==> src/rtl/fs_accel_acc_quant.sv <==
// Accumulate / bias / Q31 requant / clamp output stage behind the 3x3 PU.
// Define FS_ACCEL_ACC_QUANT_SAT_EN to make the accumulate and bias adds saturate instead of wrap.
module fs_accel_acc_quant #(
  parameter int ACC_W = 32,
  parameter int CNT_W = 16
) (
  input  logic                    clk,
  input  logic                    reset,
  input  logic                    clear,
  input  logic signed [ACC_W-1:0] acc_in,
  input  logic                    acc_in_vld,
  output logic                    in_rdy,
  input  logic [CNT_W-1:0]        cfg_num_ch,
  input  logic signed [31:0]      cfg_bias,
  input  logic signed [31:0]      cfg_mult,
  input  logic [4:0]              cfg_shift,
  input  logic signed [31:0]      cfg_out_offset,
  input  logic signed [7:0]       cfg_act_min,
  input  logic signed [7:0]       cfg_act_max,
  output logic signed [7:0]       out_data,
  output logic                    out_vld,
  input  logic                    out_rdy,
  output logic                    busy
);

  localparam logic signed [31:0] INT32_MIN = 32'sh8000_0000;
  localparam logic signed [31:0] INT32_MAX = 32'sh7FFF_FFFF;

  // Shared by the channel accumulate and the bias add.
  function automatic logic signed [31:0] add_op(input logic signed [31:0] a,
                                                input logic signed [31:0] b);
`ifdef FS_ACCEL_ACC_QUANT_SAT_EN
    logic signed [32:0] s;
    s = {a[31], a} + {b[31], b};
    if (s[32] != s[31]) return s[32] ? INT32_MIN : INT32_MAX;
    return s[31:0];
`else
    return a + b;
`endif
  endfunction

  logic signed [ACC_W-1:0] acc;
  logic [CNT_W-1:0]        ch_cnt;
  logic                    st1_vld, st2_vld, st3_vld;
  logic signed [31:0]      st1_sum, st2_s1, st3_h;

  logic                    stall, accept, last_ch;
  logic [CNT_W-1:0]        ch_last;
  logic signed [31:0]      acc_next;

  assign stall   = out_vld && !out_rdy;
  assign in_rdy  = !stall;
  assign accept  = acc_in_vld && in_rdy;
  assign ch_last = (cfg_num_ch == '0) ? '0 : cfg_num_ch - 1'b1;
  assign last_ch = (ch_cnt >= ch_last);
  assign acc_next = add_op(acc, acc_in);
  assign busy    = (ch_cnt != '0) || st1_vld || st2_vld || st3_vld || out_vld;

  // Stage 2 datapath: Q31 multiply with round-half-up, INT32_MIN^2 pinned to INT32_MAX.
  logic signed [63:0] prod, prod_rnd;
  logic signed [31:0] h_next;
  logic               unused_prod_bits;

  always_comb begin
    prod     = 64'(st2_s1) * 64'(cfg_mult);
    prod_rnd = prod + 64'sh4000_0000;
    h_next   = prod_rnd[62:31];
    if (st2_s1 == INT32_MIN && cfg_mult == INT32_MIN) h_next = INT32_MAX;
  end

  assign unused_prod_bits = ^{prod_rnd[63], prod_rnd[30:0]};

  // Stage 3 datapath: rounding shift, zero point, clamp.
  logic signed [32:0] h_rnd, r_val;
  logic signed [33:0] o_val, lo, hi;
  logic signed [7:0]  q_next;

  always_comb begin
    h_rnd = {st3_h[31], st3_h};
    if (cfg_shift != 5'd0) h_rnd = h_rnd + (33'sd1 <<< (cfg_shift - 5'd1));
    r_val = h_rnd >>> cfg_shift;
    o_val = {r_val[32], r_val} + {{2{cfg_out_offset[31]}}, cfg_out_offset};
    lo    = {{26{cfg_act_min[7]}}, cfg_act_min};
    hi    = {{26{cfg_act_max[7]}}, cfg_act_max};
    if (o_val < lo)      q_next = cfg_act_min;
    else if (o_val > hi) q_next = cfg_act_max;
    else                 q_next = o_val[7:0];
  end

  always_ff @(posedge clk) begin
    if (reset) begin
      acc      <= '0;
      ch_cnt   <= '0;
      st1_vld  <= 1'b0;
      st2_vld  <= 1'b0;
      st3_vld  <= 1'b0;
      st1_sum  <= '0;
      st2_s1   <= '0;
      st3_h    <= '0;
      out_vld  <= 1'b0;
      out_data <= '0;
    end else if (clear) begin
      // Config and data registers survive a flush; only occupancy is cleared.
      acc     <= '0;
      ch_cnt  <= '0;
      st1_vld <= 1'b0;
      st2_vld <= 1'b0;
      st3_vld <= 1'b0;
      out_vld <= 1'b0;
    end else if (!stall) begin
      st1_vld <= accept && last_ch;
      if (accept) begin
        if (last_ch) begin
          st1_sum <= acc_next;
          acc     <= '0;
          ch_cnt  <= '0;
        end else begin
          acc    <= acc_next;
          ch_cnt <= ch_cnt + 1'b1;
        end
      end
      st2_vld <= st1_vld;
      st2_s1  <= add_op(st1_sum, cfg_bias);
      st3_vld <= st2_vld;
      st3_h   <= h_next;
      out_vld <= st3_vld;
      // NOTE: out_data loads only with a valid result so a consumed value is never overwritten by a bubble.
      if (st3_vld) out_data <= q_next;
    end
  end

endmodule

==> config.mk <==
export PLATFORM = sky130hd
export DESIGN_NAME = fs_accel_acc_quant
export DESIGN_NICKNAME = d
export VERILOG_FILES = /design/src/rtl/fs_accel_acc_quant.sv
export SDC_FILE = /design/constraint.sdc
export NUM_CORES = 2
export LEC_CHECK = 0
export CAP_MARGIN = 20
export CORE_MARGIN = 2
export CORE_UTILIZATION = 62
export CTS_BUF_LIST = sky130_fd_sc_hd__clkbuf_16
export DETAILED_ROUTE_END_ITERATION = 10
export HOLD_SLACK_MARGIN = 0.15
export PLACE_DENSITY_LB_ADDON = 0.05
export SLEW_MARGIN = 20
export SYNTH_ARGS = -nofsm -noshare
export SYNTH_HDL_FRONTEND = slang
export SYNTH_SLANG_ARGS = --single-unit
export TNS_END_PERCENT = 10
==> constraint.sdc <==
create_clock -name clk -period 12.3 [get_ports clk]
set_input_delay 2.46 -clock clk [delete_from_list [all_inputs] [get_ports clk]]
set_output_delay 2.46 -clock clk [all_outputs]
set_load 0.01 [all_outputs]
==> tab_implementation.tex <==
\begin{tabular}{lr}
\hline
Metric & Value \\
\hline
\multicolumn{2}{l}{\textbf{Setup path}} \\
\quad Worst setup path start & cfg\_shift[0] \\
\quad Buf/Inv on CP & 5 \\
\quad Critical Path Slowest Stage Cell & sky130\_fd\_sc\_hd\_\_clkdlybuf4s50\_1 \\
\quad Cell depth of the worst setup path & 39 \\
\quad Maximum fanout along the worst path & 13 \\
\quad Crit Path Class & primary input to flop \\
\quad Kind of launch point of the worst setup path & primary input \\
\quad Worst endpoint required time & 12.64 ns \\
\quad Worst R2R End & st3\_h[13] \\
\quad Register-to-Register Path Depth & 29 \\
\quad Reg-to-reg startpoint & st2\_s1[7] \\
\quad Worst path arrival time & 12.03 ns \\
\quad Longest individual stage delay on the worst path & 0.56 ns \\
\quad Crit path capture type & flop \\
\quad Setup slack on the worst flop-to-flop path & 2.82 ns \\
\quad Capturing element of the worst setup path & out\_data[4] \\
\quad Largest delay contributor family on the critical path & compound AO/OA/AOI/OAI gates \\
\multicolumn{2}{l}{\textbf{Clocking}} \\
\quad Later-pin clock latency in the skew report & 0.46 ns \\
\quad Number of post-CTS setup repair buffers & 0 \\
\quad CTS tree & done \\
\quad Clock-pin slew of the registers on the worst-case setup and hold paths & 0.07 ns \\
\quad Hold-fix buffers at CTS & 0 \\
\quad Sinks on the clock net & 156 \\
\quad Clock buffer count from CTS & 17 \\
\quad Maximum count of clock buffers along a single path & 2 \\
\quad Cell at the root of the clock tree & sky130\_fd\_sc\_hd\_\_clkbuf\_16 \\
\quad Number of H-tree branching levels & 4 \\
\multicolumn{2}{l}{\textbf{Hold path}} \\
\quad HP Class & flop to flop \\
\multicolumn{2}{l}{\textbf{Job}} \\
\quad Number of maximum-capacitance constraint violations & 0 \\
\multicolumn{2}{l}{\textbf{Synthesis}} \\
\quad Combined area of all synthesized cells & 51,700 um\^{}2 \\
\quad Number of instances in the synthesized netlist & 6,155 \\
\quad Net count after synthesis & 7,791 \\
\quad Proportion of netlist area held by the largest area contributor & 41.7\% \\
\quad Top FF cell, synth & sky130\_fd\_sc\_hd\_\_dfxtp\_1 \\
\quad Leading post-synthesis cells by cell area & sky130\_fd\_sc\_hd\_\_fa\_1 42\%, sky130\_fd\_sc\_hd\_\_ha\_1 9.4\%, sky130\_fd\_sc\_hd\_\_inv\_1 8.6\% \\
\quad Mapped Avg Cell Area & 8.41 um\^{}2 \\
\quad Async set-reset flop share out of synthesis & 0\% \\
\quad Share of synthesized area occupied by flip-flops and latches & 6.04\% \\
\quad Synthesized flop and latch total & 156 \\
\quad Netlist cell types & 95 \\
\quad Count of flip-flops with a built-in enable after synthesis & 0 \\
\quad Syn. warnings & 0 \\
\quad Cell type with the largest total area after synthesis & sky130\_fd\_sc\_hd\_\_fa\_1 \\
\multicolumn{2}{l}{\textbf{Floorplan}} \\
\quad Area inside the core boundary & 82,400 um\^{}2 \\
\quad Starting Density & 62.8\% \\
\quad Die height & 293 um \\
\quad Total Die Area & 85,800 um\^{}2 \\
\quad Width of the die & 293 um \\
\quad IO Count & 181 \\
\quad Total number of placement rows & 105 \\
\multicolumn{2}{l}{\textbf{STA}} \\
\quad Peak Freq & 85.6 MHz \\
\quad Setup repair after global routing missed its margin & false \\
\quad Tightest Pin Transition & 1.03 ns \\
\quad Max Slew Vio Count & 0 \\
\quad Final hold violation count & 0 \\
\quad Time the worst path needs with I/O delays and setup & 11.69 ns \\
\quad Max-slew headroom & 31.3\% \\
\quad Worst Clk Skew & 0.0166 ns \\
\quad Post-route clock period utilization & 95.0\% \\
\quad Setup violations, final & 0 \\
\multicolumn{2}{l}{\textbf{Global routing}} \\
\quad GR Util met3 & 7.79\% \\
\quad Antenna violations before repair & 8 \\
\quad GR met1 Demand/Resource & 50.1\% \\
\quad Overall fraction of global-route tracks in use & 35.3\% \\
\quad Largest net degree at the start of global routing & 73 \\
\quad Leftover overflow at the end of global routing & 0 \\
\quad Wire length of the first global-routing pass & 239,000 um \\
\quad Via count of the first global-routing pass & 43,800 \\
\quad Busiest layer in global routing & met2 \\
\quad Global routing met2 resource utilization & 55.1\% \\
\multicolumn{2}{l}{\textbf{Pwr}} \\
\quad Power density relative to cell area & 282 nW/um\^{}2 \\
\quad P\_leak & 26.2 nW \\
\quad Peak supply drop & 0.566 mV \\
\quad Final Power & 15.6 mW \\
\multicolumn{2}{l}{\textbf{Placement}} \\
\quad Hpwl dp & 118,000 um \\
\quad Placer's final routability congestion estimate & 0.976 \\
\quad Count of input and output buffers & 180 \\
\quad Number of cells after detailed placement & 7,206 \\
\multicolumn{2}{l}{\textbf{Outcome}} \\
\quad Result of the run & completed \\
\multicolumn{2}{l}{\textbf{Layout}} \\
\quad Sequential Area & 3120 um\^{}2 \\
\quad Fin nets & 7,792 \\
\quad Area overhead of the layout relative to synthesis & 6.91\% \\
\quad Fill cell total of the finished layout & 6,981 \\
\quad Footprint of the multi-input gates & 42,900 um\^{}2 \\
\quad Finished Layout Cells & 7,244 \\
\quad Share of cells above drive strength 1 & 3.79\% \\
\multicolumn{2}{l}{\textbf{Route}} \\
\quad Via density & 5.82 \\
\quad DRC violation count after routing & 0 \\
\quad Starting DRT DRC Count & 3,370 \\
\quad First-pass DRT Iterations & 6 \\
\quad Routed wirelength normalized by instance count & 20.0 um \\
\quad Via count of the routed design & 42,200 \\
\quad Routed WL & 145,000 um \\
\quad Residual antenna-violating net count after detailed routing & 0 \\
\hline
\end{tabular}
per-stage QoR:
stage                     area [um^2]  TNS, ns  utilization, %  setup slack, ns  hold WS [ns]
final                           55300        0            67.2            0.612         0.454
after detailed placement        54700   -0.120            66.4          -0.0294         0.447
after global placement          54700        0            66.4            0.223         0.439
after global routing            55300        0            67.2           0.0205         0.478
after floorplan                 51700        0               -            0.763         0.436
after CTS                       55300        0            67.1            0.416         0.456
worst min-delay path by stage:
stage	slack [ns]	from	to	cells after the start
2_1_floorplan	0.44	acc[0]	acc[0]	2
3_3_place_gp	0.44	st2_s1[12]	st2_s1[12]	2
3_5_place_dp	0.45	st2_s1[12]	st2_s1[12]	2
4_1_cts	0.46	st2_s1[12]	st2_s1[12]	2
5_1_grt	0.48	st2_s1[6]	st2_s1[6]	2
6_report	0.45	st2_s1[15]	st2_s1[15]	2
registers in the layout, indices dropped and copies added (netlist names):
register,count
out_data,8
out_vld,1
st3_vld,1
st2_s1,32
st2_vld,1
acc,32
st3_h,32
st1_sum,32
st1_vld,1
ch_cnt,16
placed cells by master (no fill, tap or decap), types with 43 or more instances in the layout:
cell / count
sky130_fd_sc_hd__nand3_1: 93
sky130_fd_sc_hd__fa_1: 1077
sky130_fd_sc_hd__nor3_1: 60
sky130_fd_sc_hd__xor2_1: 66
sky130_fd_sc_hd__mux2i_1: 43
sky130_fd_sc_hd__o21ai_0: 153
sky130_fd_sc_hd__xnor2_1: 94
sky130_fd_sc_hd__nor2_1: 180
sky130_fd_sc_hd__a211oi_1: 46
sky130_fd_sc_hd__and2_1: 242
sky130_fd_sc_hd__nand2_1: 1070
sky130_fd_sc_hd__dfxtp_1: 156
sky130_fd_sc_hd__a21oi_1: 312
sky130_fd_sc_hd__ha_1: 389
sky130_fd_sc_hd__clkdlybuf4s50_1: 178
sky130_fd_sc_hd__inv_1: 1185
sky130_fd_sc_hd__nand2b_1: 59
sky130_fd_sc_hd__buf_4: 129
sky130_fd_sc_hd__a21o_1: 95
worst register-to-register path: cells and delay by family (launching register included):
family / cells / cell delay [ns]
fa+ha+maj: 9 / 4.39
xor+xnor: 1 / 0.16
simple gates: 3 / 0.96
flops: 1 / 0.88
buf+inv: 8 / 0.80
compound gates: 8 / 2.17
cell type report:
cell class / instances / area share [%]
Antenna cell: 5 / 0.0226
Clock buffer: 17 / 0.769
Clock inverter: 15 / 0.362
Inverter: 1189 / 8.07
Multi-Input combinational cell: 4480 / 77.6
Sequential cell: 156 / 5.65
Tap cell: 1070 / 2.42
Timing Repair Buffer: 312 / 5.09
synth_stat cells (all sizes together), types with 12 or more instances:
cell,number
dfxtp,156
a211oi,50
fa,1077
nor2b,29
nand2b,60
xor2,66
mux2i,43
and2,244
o31ai,13
or2,12
nor3,61
and3,26
a21oi,314
mux2,14
nand2,1070
a21o,95
o21bai,23
clkbuf,307
ha,389
o211ai,20
nor2,182
nand4,41
inv,1187
a31oi,24
nand3,93
o21ai,159
o21a,35
nor4,32
buf,23
or3,23
a221o,12
xnor2,94
per-layer routing:
layer | wire length (um) | vias to the layer above
met5 | 26 | -
met4 | 3480 | 4
met3 | 14300 | 218
met2 | 65600 | 1792
met1 | 61600 | 21000
li1 | - | 19200
cells by family (layout without fill, tap and decap cells):
| logic type | Yosys count | after routing | share of synthesized area (%) |
|---|---|---|---|
| compound gates | 884 | 884 | 11.0 |
| other cells | 0 | 5 | 0 |
| flops | 156 | 156 | 6.04 |
| mux | 62 | 62 | 1.36 |
| fa+ha+maj | 1466 | 1466 | 51.1 |
| buf+inv | 1519 | 1533 | 11.0 |
| simple gates | 1908 | 1908 | 16.8 |
| xor+xnor | 160 | 160 | 2.71 |
what timing repair did:
| item | in CTS | in global routing |
|---|---|---|
| endpoints found under the hold margin | 0 | 0 |
| resized for setup | 0 | 3 |
| setup endpoints to repair | 0 | 8 |
report_power, final:
part | switching, mW | internal [mW] | leakage, nW
logic | 8.47 | 5.91 | 24.6
registers | 0.0740 | 0.583 | 1.27
clock network | 0.264 | 0.294 | 0.304
(Power assumes the default switching activity.)
